===== config.mk =====
export PLATFORM = sky130hd
export DESIGN_NAME = serv_bus_arbiter
export DESIGN_NICKNAME = d
export VERILOG_FILES = /design/src/rtl/serv_arb_pkg.sv /design/src/rtl/serv_arb_wdog.sv /design/src/rtl/serv_bus_arbiter.sv
export SDC_FILE = /design/constraint.sdc
export NUM_CORES = 1
export LEC_CHECK = 0
export CORE_AREA = 2 2 107 109
export DETAILED_ROUTE_END_ITERATION = 8
export DIE_AREA = 0 0 109 111
export GPL_TIMING_DRIVEN = 0
export PLACE_DENSITY = 0.73
export SETUP_SLACK_MARGIN = 0.5
export SKIP_CTS_REPAIR_TIMING = 1
export SLEW_MARGIN = 10
export SYNTH_ARGS = -nofsm -noshare
export SYNTH_HDL_FRONTEND = slang
export SYNTH_SLANG_ARGS = --single-unit

===== constraint.sdc =====
create_clock -name clk -period 5.3 [get_ports clk]
set_input_delay 0.53 -clock clk [delete_from_list [all_inputs] [get_ports clk]]
set_output_delay 0.53 -clock clk [all_outputs]
set_load 0.1 [all_outputs]

===== src/rtl/serv_arb_pkg.sv =====
// serv_arb_pkg: shared state, grant encoding and defaults for the bus arbiter
package serv_arb_pkg;
    typedef enum logic [1:0] {IDLE = 2'd0, IBUS = 2'd1, DBUS = 2'd2} state_t;
    typedef enum logic {GNT_IBUS = 1'b0, GNT_DBUS = 1'b1} grant_t;
    localparam int TIMEOUT_DEFAULT = 255;
    localparam int CNT_W = 16;
endpackage


===== src/rtl/serv_arb_wdog.sv =====
// serv_arb_wdog: counts unacknowledged granted cycles and flags the forced-completion cycle
module serv_arb_wdog
    import serv_arb_pkg::*;
#(
    parameter int TIMEOUT = TIMEOUT_DEFAULT
) (
    input  logic clk,
    input  logic i_rst_n,
    input  logic i_clr,
    input  logic i_en,
    output logic o_expire
);
    localparam logic [CNT_W-1:0] LIMIT = CNT_W'(TIMEOUT - 1);
    logic [CNT_W-1:0] cnt_q, cnt_d;
    // clear on grant entry, advance on every granted cycle still waiting for the memory
    always_comb cnt_d = i_clr ? '0 : i_en ? cnt_q + CNT_W'(1) : cnt_q;
    // counter register
    always_ff @(posedge clk) begin
        if (!i_rst_n) cnt_q <= '0;
        else cnt_q <= cnt_d;
    end
    assign o_expire = i_en & (cnt_q == LIMIT);
endmodule


===== src/rtl/serv_bus_arbiter.sv =====
// serv_bus_arbiter: round-robin arbiter sharing one memory port between SERV ibus and dbus
module serv_bus_arbiter
    import serv_arb_pkg::*;
#(
    parameter int TIMEOUT = TIMEOUT_DEFAULT
) (
    input  logic        clk,
    input  logic        i_rst_n,
    input  logic [31:0] i_ibus_adr,
    input  logic        i_ibus_cyc,
    output logic [31:0] o_ibus_rdt,
    output logic        o_ibus_ack,
    input  logic [31:0] i_dbus_adr,
    input  logic [31:0] i_dbus_dat,
    input  logic [3:0]  i_dbus_sel,
    input  logic        i_dbus_we,
    input  logic        i_dbus_cyc,
    output logic [31:0] o_dbus_rdt,
    output logic        o_dbus_ack,
    output logic [31:0] o_mem_adr,
    output logic [31:0] o_mem_dat,
    output logic [3:0]  o_mem_sel,
    output logic        o_mem_we,
    output logic        o_mem_cyc,
    input  logic [31:0] i_mem_rdt,
    input  logic        i_mem_ack,
    output logic        o_timeout,
    output logic        o_busy
);
    state_t state_q, state_d;
    grant_t last_q, last_d;
    logic   to_q, to_d;
    logic   ibus_g, dbus_g, gnt_cyc, fire;
    assign ibus_g  = state_q == IBUS;
    assign dbus_g  = state_q == DBUS;
    assign gnt_cyc = (ibus_g & i_ibus_cyc) | (dbus_g & i_dbus_cyc);
    serv_arb_wdog #(.TIMEOUT(TIMEOUT)) u_wdog (
        .clk      (clk),
        .i_rst_n  (i_rst_n),
        .i_clr    ((state_q == IDLE) & (state_d != IDLE)),
        .i_en     (gnt_cyc & ~i_mem_ack),
        .o_expire (fire)
    );
    // arbitration: a tie goes to the bus not granted last; any completion or abort returns to IDLE
    always_comb begin
        state_d = state_q;
        last_d  = last_q;
        to_d    = to_q | fire;
        if (state_q == IDLE) begin
            if (i_ibus_cyc & i_dbus_cyc) state_d = (last_q == GNT_IBUS) ? DBUS : IBUS;
            else if (i_ibus_cyc) state_d = IBUS;
            else if (i_dbus_cyc) state_d = DBUS;
            if (state_d != IDLE) last_d = (state_d == IBUS) ? GNT_IBUS : GNT_DBUS;
        end else if (i_mem_ack | fire | ~gnt_cyc) begin
            state_d = IDLE;
        end
    end
    // state, last grant and sticky timeout flag
    always_ff @(posedge clk) begin
        if (!i_rst_n) begin
            state_q <= IDLE;
            last_q  <= GNT_IBUS;
            to_q    <= 1'b0;
        end else begin
            state_q <= state_d;
            last_q  <= last_d;
            to_q    <= to_d;
        end
    end
    // shared-port mux and per-bus responses; a forced completion acks with zero data
    always_comb begin
        o_mem_adr  = ibus_g ? i_ibus_adr : dbus_g ? i_dbus_adr : '0;
        o_mem_dat  = dbus_g ? i_dbus_dat : '0;
        o_mem_sel  = ibus_g ? 4'hF : dbus_g ? i_dbus_sel : '0;
        o_mem_we   = dbus_g & i_dbus_we;
        o_mem_cyc  = gnt_cyc;
        o_ibus_ack = ibus_g & (i_mem_ack | fire);
        o_dbus_ack = dbus_g & (i_mem_ack | fire);
        o_ibus_rdt = (ibus_g & ~fire) ? i_mem_rdt : '0;
        o_dbus_rdt = (dbus_g & ~fire) ? i_mem_rdt : '0;
        o_timeout  = to_q;
        o_busy     = state_q != IDLE;
    end
endmodule


# After elaboration in Yosys (flattened, before gate mapping)
# Index checks and enable logic that the tools add are counted.
# W data, S select, Z words.
[totals] inputBits=138 reg_bits=20 out_inout_bits=138 word_cells=49
[op_classes] mux=15 add_sub_neg=1 bitwise=19 reduce_logical=6 n_eq_ne=4
[op_table] operator="$mux W32" count=5
[op_table] operator="$add A16 B1 Y16 const B" count=1
[op_table] operator="$eq A16 B8 Y1 const B" count=1
[op_table] operator="$mux W2" count=7
[op_table] operator="$and A1 B1 Y1" count=11
[op_table] operator="$mux W4" count=2
[op_table] operator="$reduce_bool A2 Y1" count=3
[op_table] operator="$eq A2 B1 Y1 const B" count=2
[op_table] operator="$not A1 Y1" count=4
[op_table] operator="$or A1 B1 Y1" count=4
[op_table] operator="$eq A2 B2 Y1 const B" count=1
[op_table] operator="$logic_not A2 Y1" count=1
[op_table] operator="$reduce_and A2 Y1" count=1
[op_table] operator="$reduce_or A2 Y1" count=1
[op_table] operator="$mux W1" count=1

# Longest topological paths before layout
[depth] ltp_word=12 ltp_mapped=7 depth_no_buf=6

# Modules after synthesis
# Synthesis repeated with hierarchy kept, for this count alone.
[hier_totals] hier_cells=268 hier_area_um2=2070.7
[modules_own_cells] module="serv_bus_arbiter" instances=1 cells_each=181 area_each_um2=1316.3 seq_area_each_um2=80.1
[modules_own_cells] module="serv_arb_wdog" instances=1 cells_each=87 area_each_um2=754.5 seq_area_each_um2=320.3

# Worst setup path after synthesis
# OpenSTA, ideal clock, no wires.
[synth_path] path_type="input to output" start="in i_dbus_cyc" end="out o_dbus_ack" path_buffers=0 path_stages=4 required_time_ns=4.770 arrival_time_ns=2.937 path_slack_ns=1.833 path_cell_list="nand3b_1 > nand2_1 > a21oi_1 > nor2_1"
[synth_between] elab_chain_len=6
[synth_lines] element="start, declared" line="serv_bus_arbiter.sv:17" rtl="input logic i_dbus_cyc,"
[synth_lines] element="$and A1 B1 Y1" line="serv_bus_arbiter.sv:36" rtl="assign gnt_cyc = (ibus_g & i_ibus_cyc) | (dbus_g & i_dbus_cyc);"
[synth_lines] element="$or A1 B1 Y1" line="serv_bus_arbiter.sv:36"
[synth_lines] element="net o_mem_cyc" line="serv_bus_arbiter.sv:24" rtl="output logic o_mem_cyc,"
[synth_lines] element="$and A1 B1 Y1" line="serv_bus_arbiter.sv:41" rtl=".i_en (gnt_cyc & ~i_mem_ack),"
[synth_lines] element="$and A1 B1 Y1" line="serv_arb_wdog.sv:22" rtl="assign o_expire = i_en & (cnt_q == LIMIT);"
[synth_lines] element="$or A1 B1 Y1" line="serv_bus_arbiter.sv:78" rtl="o_dbus_ack = dbus_g & (i_mem_ack | fire);"
[synth_lines] element="$and A1 B1 Y1" line="serv_bus_arbiter.sv:78"
[synth_lines] element="end, declared" line="serv_bus_arbiter.sv:19" rtl="output logic o_dbus_ack,"
# The timed path passes the listed nets, and every way through them passes these cells.

# Worst setup path after layout
[layout_path] start="in i_dbus_cyc" end="out o_ibus_rdt[1]"
[layout_between] elab_chain_len=7
[layout_lines] element="$and A1 B1 Y1" line="serv_bus_arbiter.sv:36"
[layout_lines] element="$or A1 B1 Y1" line="serv_bus_arbiter.sv:36"
[layout_lines] element="$and A1 B1 Y1" line="serv_bus_arbiter.sv:41"
[layout_lines] element="$and A1 B1 Y1" line="serv_arb_wdog.sv:22"
[layout_lines] element="$not A1 Y1" line="serv_bus_arbiter.sv:79" rtl="o_ibus_rdt = (ibus_g & ~fire) ? i_mem_rdt : '0;"
[layout_lines] element="$and A1 B1 Y1" line="serv_bus_arbiter.sv:79"
[layout_lines] element="$mux W32" line="serv_bus_arbiter.sv:79"
[layout_lines] element="end, declared" line="serv_bus_arbiter.sv:11" rtl="output logic [31:0] o_ibus_rdt,"
# Every way passes these cells.

==> impl_metrics.toml <==
[synth]
synth_top_area_share_pct = 28.8
synth_fp_nets = 424
yosysWarnings = 0
synth_common_cells = "and2_1, a22o_1, dfxtp_1, nand2_1, clkbuf_1"
ys_ff_latch = 20
synth.distinct_cells = 40
postSynth.asyncResetShare_pct = 0
ys_seq_area_share_pct = 19.0
yosysMostFrequentCell = "and2_1"
synth_top_area_cell = "and2_1"
synthTopCellsByArea = "and2_1, dfxtp_1, a22o_1, nand2_1, xnor2_1"
avgSynthCellArea_um2 = 7.41
syn_inst = 284
synth_edf_count = 0
synthFlopType = "dfxtp_1"
synth_area_um2 = 2100

[grt]
grt_pass1_wl_mm = 18.0
grt_start_max_net_pins = 11
antenna_found_initial = 0
grtUsageTotal_pct = 19.3
overflow = 0
grt_pass1_vias = 3170

[setup_path]
critPathCaptureType = "primary output"
worstSetupPathType = "input port to primary output"
startpoint_type = "input port"
crit_required_ns = 4.77
crit_fanout = 10
critPathArrivalTime_ns = 3.62

[clock_network]
clk_path_buf_depth = 2
clkTransAtPathRegs_ns = 0.06
clkLatencyLatePin_ns = 0.25
cts_inserted_buffers = 3
cts_num_sinks = 20
htree_levels = 1
cts_tree = "done"
root_buffer = "clkbuf_16"

[pwr]
peakVddDrop_uv = 107
pwr-share-seq_pct = 13.8
power_switching_mw = 0.640
p_leak_nw = 1.86
p_int_mw = 0.489
p_comb_share_pct = 72.4
switching_share_pct = 56.7
power.density_nw_per_um2 = 221
power_frac_clock_pct = 13.9

[timing]
clock_skew_ns = 0.00306
finalCritPeriodShare_pct = 78.3
max_freq_mhz = 241
final.setup.tns_ns = 0
setup_viol = 0
period_minus_slack_ns = 4.15
hold_violations = 0
rsz0062_at_grt = "no"
max_slew_margin_pct = 26.2
worst_slew_pin_slew_ns = 1.10
maxSlewViolCount = 0

[placement]
gp_congestion = 0.885
dpl.hpwl_mm = 10.6
io_buffers = 275
placed_area_um2 = 5040
dp_cells = 702

[detailed_routing]
vias_per_cell = 4.56
dr.pass1.iters = 5
drt_iter0_drc = 136
ant_nets = 0
post-route-drc-count = 0
routed_wl_mm = 12.3
wl_per_cell_um = 17.5
vias = 3214

[layout]
drive_gt1_share_pct = 2.49
nets = 704
antenna_cells = 0
post-route-cell-area_um2 = 5110
area_growth_pct = 143
fillCellCount = 1081
stdcell_count = 705

[die]
rows = 39
dieArea_um2 = 12100
fp.dieH_um = 111
coreArea_um2 = 11100
die_x_um = 109
io_pins = 276
start_util_pct = 19.0

[job]
drv_cap = 0

[min_path]
hp-class = "register to register"

[status]
status = "finished clean"
-- power groups by stage --
stage          Combinational (mW)  Sequential [mW]  Clock [mW]
3_3_place_gp                0.815            0.158           0
3_5_place_dp                0.819            0.159           0
6_report                    0.817            0.155       0.157
4_1_cts                     0.821            0.155       0.156
5_1_grt                     0.845            0.156       0.164
2_1_floorplan               0.560            0.158           0
-- critical path, cell delays in order --
cell	delay, ns
clkdlybuf4s50_1	0.51
nand3b_1	0.36
a21oi_1	0.28
a21oi_2	0.30
clkbuf_1	0.30
and2_1	0.19
clkdlybuf4s50_1	1.13
-- worst paths after layout --
path / start / to / slack (ns) / depth (start not counted)
hold / removal: u_wdog.cnt_q[15] / u_wdog.cnt_q[15] / 0.48 / 2
hold reg to reg: u_wdog.cnt_q[15] / u_wdog.cnt_q[15] / 0.48 / 2
setup / recovery: i_dbus_cyc / o_ibus_rdt[1] / 1.15 / 7
setup reg to reg: state_q[0] / u_wdog.cnt_q[3] / 3.34 / 6
-- layer usage --
| metal | track usage [%] | part of all wire, % | vias to the layer above |
|---|---|---|---|
| met2 | 35.9 | 51 | 185 |
| met3 | 8.11 | 12 | 14 |
| met4 | 4.10 | 1.6 | 0 |
| met1 | 19.7 | 35 | 1466 |
| met5 | 0 | 0 | - |
| li1 | - | - | 1549 |
-- cells in the final DEF, fill, tap and decap left out, drive strengths merged, types with 5 or more instances in the layout --
cell type / synthesis / final
dfxtp: 20 / 20
o21ai: 6 / 6
xnor2: 7 / 7
buf: 5 / 5
nand2: 17 / 17
nand4: 5 / 5
a21oi: 12 / 12
or4: 5 / 5
inv: 5 / 5
a22o: 32 / 32
clkdlybuf4s50: 0 / 275
clkbuf: 16 / 19
and2: 97 / 97
nor2: 15 / 15
-- state kept, by name, indices dropped and copies added, names as in the netlist --
signal        count
u_wdog.cnt_q     16
last_q            1
state_q           2
o_timeout         1
-- cells by family after synthesis --
group           after synthesis  share of synthesized area (%)
simple gates                163                           46.7
xor+xnor                      8                           3.33
fa+ha+maj                     2                           1.19
compound gates               65                           23.9
flops                        20                           19.0
buf+inv                      26                           5.83
-- through the flow --
stage | utilization [%] | worst slack, ns | power, mW | hold WS [ns]
global route | 46.1 | 0.942 | 1.16 | 0.526
global placement | 45.5 | 1.22 | 0.974 | 0.464
CTS | 46.1 | 1.15 | 1.13 | 0.486
detailed placement | 45.5 | 1.17 | 0.977 | 0.476
finish | 46.1 | 1.15 | 1.13 | 0.484
floorplan | - | 1.83 | 0.718 | 0.448
-- cell type report --
| class | instances | area (um^2) | share of cell area [%] |
|---|---|---|---|
| Buffer | 21 | 104 | 2.03 |
| Multi-Input combinational cell | 238 | 1580 | 30.9 |
| Sequential cell | 20 | 400 | 7.83 |
| Clock buffer | 3 | 75.1 | 1.47 |
| Inverter | 5 | 18.8 | 0.367 |
| Tap cell | 143 | 179 | 3.50 |
| Timing Repair Buffer | 275 | 2750 | 53.9 |
Note: power is estimated with default switching activity, not from simulation.
